==> src/rtl/id_ex_pipeline_reg.sv <==
// ID/EX pipeline register: one-cycle capture of Decode fields with load-use bubble
// insertion, external hold and flush. Bubble counter built only when IDEX_PERF_CNT_EN is defined.
module id_ex_pipeline_reg #(
  parameter int unsigned DATA_W     = 32,
  parameter int unsigned REG_ADDR_W = 5
) (
  input  logic                  Clk,
  input  logic                  Rst,
  input  logic                  Stall_in,
  input  logic                  Flush_in,
  input  logic                  id_valid,
  input  logic [DATA_W-1:0]     id_reg_data1,
  input  logic [DATA_W-1:0]     id_reg_data2,
  input  logic [DATA_W-1:0]     id_sign_ext,
  input  logic [REG_ADDR_W-1:0] id_rs,
  input  logic [REG_ADDR_W-1:0] id_rt,
  input  logic [REG_ADDR_W-1:0] id_rd,
  input  logic [REG_ADDR_W-1:0] id_shamt,
  input  logic [5:0]            id_func,
  input  logic                  id_alusrc,
  input  logic [1:0]            id_regdst,
  input  logic [3:0]            id_aluop,
  input  logic                  id_regwrite,
  input  logic                  id_memread,
  input  logic                  id_memwrite,
  input  logic                  id_memtoreg,
  output logic                  ex_valid,
  output logic [DATA_W-1:0]     ex_reg_data1,
  output logic [DATA_W-1:0]     ex_reg_data2,
  output logic [DATA_W-1:0]     ex_sign_ext,
  output logic [REG_ADDR_W-1:0] ex_rs,
  output logic [REG_ADDR_W-1:0] ex_rt,
  output logic [REG_ADDR_W-1:0] ex_rd,
  output logic [REG_ADDR_W-1:0] ex_shamt,
  output logic [5:0]            ex_func,
  output logic                  ex_alusrc,
  output logic [1:0]            ex_regdst,
  output logic [3:0]            ex_aluop,
  output logic                  ex_regwrite,
  output logic                  ex_memread,
  output logic                  ex_memwrite,
  output logic                  ex_memtoreg,
  output logic                  hazard_stall,
  output logic [31:0]           perf_bubbles
);

  localparam int unsigned FUNC_W   = 6;
  localparam int unsigned REGDST_W = 2;
  localparam int unsigned ALUOP_W  = 4;
  localparam int unsigned PERF_W   = 32;

  typedef struct packed {
    logic                  valid;
    logic [DATA_W-1:0]     reg_data1;
    logic [DATA_W-1:0]     reg_data2;
    logic [DATA_W-1:0]     sign_ext;
    logic [REG_ADDR_W-1:0] rs;
    logic [REG_ADDR_W-1:0] rt;
    logic [REG_ADDR_W-1:0] rd;
    logic [REG_ADDR_W-1:0] shamt;
    logic [FUNC_W-1:0]     func;
    logic                  alusrc;
    logic [REGDST_W-1:0]   regdst;
    logic [ALUOP_W-1:0]    aluop;
    logic                  regwrite;
    logic                  memread;
    logic                  memwrite;
    logic                  memtoreg;
  } ex_fields_t;

  ex_fields_t w_id;
  ex_fields_t r_ex;
  logic       w_hazard;
  logic       w_bubble;

  assign w_id = {id_valid, id_reg_data1, id_reg_data2, id_sign_ext,
                 id_rs, id_rt, id_rd, id_shamt, id_func, id_alusrc,
                 id_regdst, id_aluop, id_regwrite, id_memread,
                 id_memwrite, id_memtoreg};

  // Load in EX whose destination is a source of the instruction in Decode
  assign w_hazard = r_ex.valid & r_ex.memread & (r_ex.rt != '0)
                  & ((r_ex.rt == id_rs) | (r_ex.rt == id_rt))
                  & id_valid & ~Stall_in;

  // Flush overrides the hold; a hazard is already masked by the hold
  assign w_bubble = Flush_in | w_hazard;

  always_ff @(posedge Clk) begin
    if (Rst || w_bubble) begin
      r_ex <= '0;
    end else if (!Stall_in) begin
      r_ex <= id_valid ? w_id : '0;
    end
  end

  assign ex_valid     = r_ex.valid;
  assign ex_reg_data1 = r_ex.reg_data1;
  assign ex_reg_data2 = r_ex.reg_data2;
  assign ex_sign_ext  = r_ex.sign_ext;
  assign ex_rs        = r_ex.rs;
  assign ex_rt        = r_ex.rt;
  assign ex_rd        = r_ex.rd;
  assign ex_shamt     = r_ex.shamt;
  assign ex_func      = r_ex.func;
  assign ex_alusrc    = r_ex.alusrc;
  assign ex_regdst    = r_ex.regdst;
  assign ex_aluop     = r_ex.aluop;
  assign ex_regwrite  = r_ex.regwrite;
  assign ex_memread   = r_ex.memread;
  assign ex_memwrite  = r_ex.memwrite;
  assign ex_memtoreg  = r_ex.memtoreg;
  assign hazard_stall = w_hazard;

`ifdef IDEX_PERF_CNT_EN
  logic [PERF_W-1:0] r_perf_cnt;

  // Counts hazard and flush bubbles only; wraps naturally
  always_ff @(posedge Clk) begin
    if (Rst) begin
      r_perf_cnt <= '0;
    end else if (w_bubble) begin
      r_perf_cnt <= r_perf_cnt + PERF_W'(1);
    end
  end

  assign perf_bubbles = r_perf_cnt;
`else
  assign perf_bubbles = 32'h0;
`endif

endmodule

==> config.mk <==
export PLATFORM = sky130hd
export DESIGN_NAME = id_ex_pipeline_reg
export DESIGN_NICKNAME = d
export VERILOG_FILES = /design/src/rtl/id_ex_pipeline_reg.sv
export SDC_FILE = /design/constraint.sdc
export NUM_CORES = 1
export LEC_CHECK = 0
export BUFFER_PORTS_ARGS = -buffer_cell sky130_fd_sc_hd__buf_2
export CORE_ASPECT_RATIO = 1.4
export CORE_MARGIN = 2
export CORE_UTILIZATION = 35
export DETAILED_ROUTE_END_ITERATION = 10
export PLACE_DENSITY_LB_ADDON = 0.05
export SLEW_MARGIN = 20
export SYNTH_ARGS = -nofsm -noshare
export SYNTH_HDL_FRONTEND = slang
export SYNTH_SLANG_ARGS = --single-unit
==> constraint.sdc <==
create_clock -name Clk -period 4.8 [get_ports Clk]
set_clock_uncertainty 0.1 [all_clocks]
set_input_delay 0.24 -clock Clk [delete_from_list [all_inputs] [get_ports Clk]]
set_output_delay 0.24 -clock Clk [all_outputs]
set_load 0.01 [all_outputs]
==> flow_metrics.tcl <==
set metrics [dict create \
    outcome "completed" \
    syn-instance-count 530 \
    end_kind "primary output" \
    synth_commonest_cells "134 x a211oi_1, 134 x dfxtp_1, 133 x a22oi_1" \
    synth_async_sr_flop_share_pct 0 \
    worst_hold_startpoint "id_reg_data1[8]" \
    yosys.cell_types.count 20 \
    setup.worst_path.class "reg -> out" \
    drt_pre_antenna_iters 4 \
    cts_tree "yes" \
    internal_power_contribution_uw 2260 \
    topRoutingLayerUsed "met4" \
    number_of_global_route_vias_before_repair 5008 \
    max_freq_ghz 0.350 \
    grt_start_max_net_pins 95 \
    period_share_pct 59.5 \
    synth_sequential_area_ratio_pct 49.5 \
    power_per_cell_area_nw_per_um2 393 \
    wl_um 16900 \
    gpl.final_weighted_congestion 0.751 \
    unrepaired_setup_endpoints_after_global_routing "no" \
    fp-row-count 53 \
    average_wire_length_per_cell_after_detail_routing_um 17.6 \
    non_filler_cells_final 962 \
    grt_usage_pct 19.6 \
    crit_required_ps 4460 \
    synthTopCellsByArea "dfxtp_1 50%, a211oi_1 19%, a22oi_1 18%" \
    timing.slew.headroom_pct 43.7 \
    detail_route.drc_violations 0 \
    cap_viol_max_count 0 \
    power.static_leakage_uw 0.00317 \
    drt-met1-wl_um 6920 \
    share_comb_of_total_power_pct 8.4 \
    core-area_sq_um 15100 \
    r2r-start "ex_rt[0]" \
    worst_ep_arrival_time_ps 2520 \
    timing_max_transition_violations_final 0 \
    clockPowerShare_pct 52.1 \
    finalSetupTns_ps 0 \
    synth_top_area_share_pct 49.5 \
    clk_pin_slew_worst_paths_ps 60 \
    switching_share_pct 22.2 \
    portBuffers 272 \
    ctsHoldBuffers 0 \
    number_of_antenna_violations_at_the_first_check_in_global_routing 1 \
    drt-initial-drc-count 345 \
    clock-root-buffer "clkbuf_16" \
    post-synth-top-area-cell "dfxtp_1" \
    hpwlAfterDp_um 11000 \
    grt.overflow.total 0 \
    antenna_violating_nets_post_route 0 \
    synthesis.area_per_instance_sq_um 10.2 \
    cts_htree_levels 4 \
    setup-violations-final 0 \
    setup.worst_path.start "ex_rt[0]" \
    share_of_cells_above_drive_strength_1_pct 41.0 \
    post_cts.repair.setup_buffers 0 \
    synth-edff-count 0 \
    max-vdd-ir-drop_uv 177 \
    routed-wl-met2_um 8050 \
    floorplan.initialDensity_pct 36.0 \
    die_width_um 109 \
    placed_cells_incl_taps 929 \
    seqPwrFrac_pct 39.5 \
    met3_wirelength_um 1390 \
    layout_min_cycle_time_ps 2860 \
    clock_latency_ps 410 \
    drt-vias-per-instance 5.45 \
    synth.ff_latch_count 134 \
    syn2layout_area_growth_pct 36.3 \
    grt_first_pass_wirelength_um 25300 \
    yosys_most_used_dff "dfxtp_1" \
    cts_sinks 134 \
    clockBufferDepth 2 \
    critPathSlowestCell "o22ai_4" \
    worstHoldPathType "in -> reg" \
    critical_path_peak_fanout 28 \
    cts_resized 0 \
    worst_pin_slew_ps 843 \
    final-hold-violation-count 0 \
    power.net_switching_uw 644 \
    numCtsBuffers 17 \
    die_y_um 151 \
    net_count_reported_at_finish 895 \
    cpPeakStageDelay_ps 670 \
    cp_cell_sequence "xnor2_1 > nand3_1 > o22ai_4 > buf_4 > and2_1 > buf_2" \
    dieArea_sq_um 16500 \
    yosysWarnings 0 \
    syn_area_sq_um 5420 \
    ios 305 \
    nFillCells 1457 \
    route.vias.total 5241 \
    kind_of_launch_point_of_the_worst_setup_path "register" \
]
-- power by group through the flow --
stage / Combinational (uW) / Sequential (uW) / Clock, uW
after floorplan: 145 / 1180 / 0
after global placement: 240 / 1170 / 0
after detailed placement: 243 / 1170 / 0
after CTS: 243 / 1150 / 1550
after global routing: 269 / 1150 / 1590
final: 245 / 1150 / 1510
-- path summary, 6_finish.rpt --
check / end / slack (ps) / cells past startpoint
min: ex_reg_data1[8] / 50 / 3
min reg2reg: ex_valid / 460 / 2
max: hazard_stall / 1940 / 6
max reg2reg: ex_rs[1] / 2220 / 5
-- flip-flops by register name, summed over array words and instances (netlist names), 2 cells and up --
| signal | flops |
|---|---|
| ex_rd | 5 |
| ex_reg_data1 | 32 |
| ex_rt | 5 |
| ex_aluop | 4 |
| ex_reg_data2 | 32 |
| ex_sign_ext | 32 |
| ex_regdst | 2 |
| ex_shamt | 5 |
| ex_func | 6 |
| ex_rs | 5 |
-- logic make-up (layout without fill, tap and decap cells) --
family                    after synthesis  after routing  synth area share (%)
DFF                                   134            134                  49.5
xor gates and xnor gates               10             10                  1.62
buffers and inverters                 105            313                  10.3
and+or+nand+nor                        10             10                 0.993
other                                   1             33                0.0692
AOI/OAI and AO/OA                     270            270                  37.5
-- layer usage --
| layer | vias to the layer above | global-route usage [%] |
|---|---|---|
| li1 | 2483 | - |
| met1 | 2493 | 23.6 |
| met2 | 228 | 31.2 |
| met3 | 37 | 6.07 |
| met4 | 0 | 10.4 |
| met5 | - | 0 |
-- worst max-delay path, delay by kind of cell, from the launching register on --
kind | cells | cell delay (ps)
AO/OA/AOI/OAI | 1 | 670
buffers and inverters | 2 | 520
flip-flops | 1 | 460
AND/OR/NAND/NOR | 2 | 300
XOR/XNOR | 1 | 150
-- cell type report --
class                           instances  area, sq um  share of cell area, %
Antenna cell                            1         2.50                 0.0339
Multi-Input combinational cell        322         2320                   31.4
Clock buffer                           19          433                   5.86
Clock inverter                         12          250                   3.39
Sequential cell                       134         2680                   36.3
Timing Repair Buffer                  282         1460                   19.8
Tap cell                              192          240                   3.25
-- cells in the final DEF, fill, tap and decap left out, drive strengths merged --
cell,netlist,final
buf,56,282
conb,1,32
a211oi,134,134
dfxtp,134,134
nor3,1,1
and2,1,1
nand4b,1,1
xnor2,10,10
nand2,2,2
nand3,2,2
or2,1,1
clkinv,0,4
inv,0,1
o22ai,1,1
bufinv,0,7
nor2,1,1
nor2b,1,1
diode,0,1
clkbuf,49,19
a22oi,133,133
a21oi,2,2
-- stage by stage --
| step | total power (uW) | setup WS, ps | area (sq um) | hold WS, ps | utilization (%) |
|---|---|---|---|---|---|
| 3_5_place_dp | 1420 | 2050 | 6670 | 453 | 44.3 |
| 3_3_place_gp | 1410 | 2120 | 6670 | 445 | 44.3 |
| 5_1_grt | 3010 | 1750 | 7380 | 40.5 | 49.1 |
| 6_report | 2910 | 1940 | 7380 | 49.1 | 49.1 |
| 2_1_floorplan | 1330 | 2980 | 5530 | 370 | - |
| 4_1_cts | 2940 | 1900 | 7350 | 30.4 | 48.9 |
(Power assumes the default switching activity.)
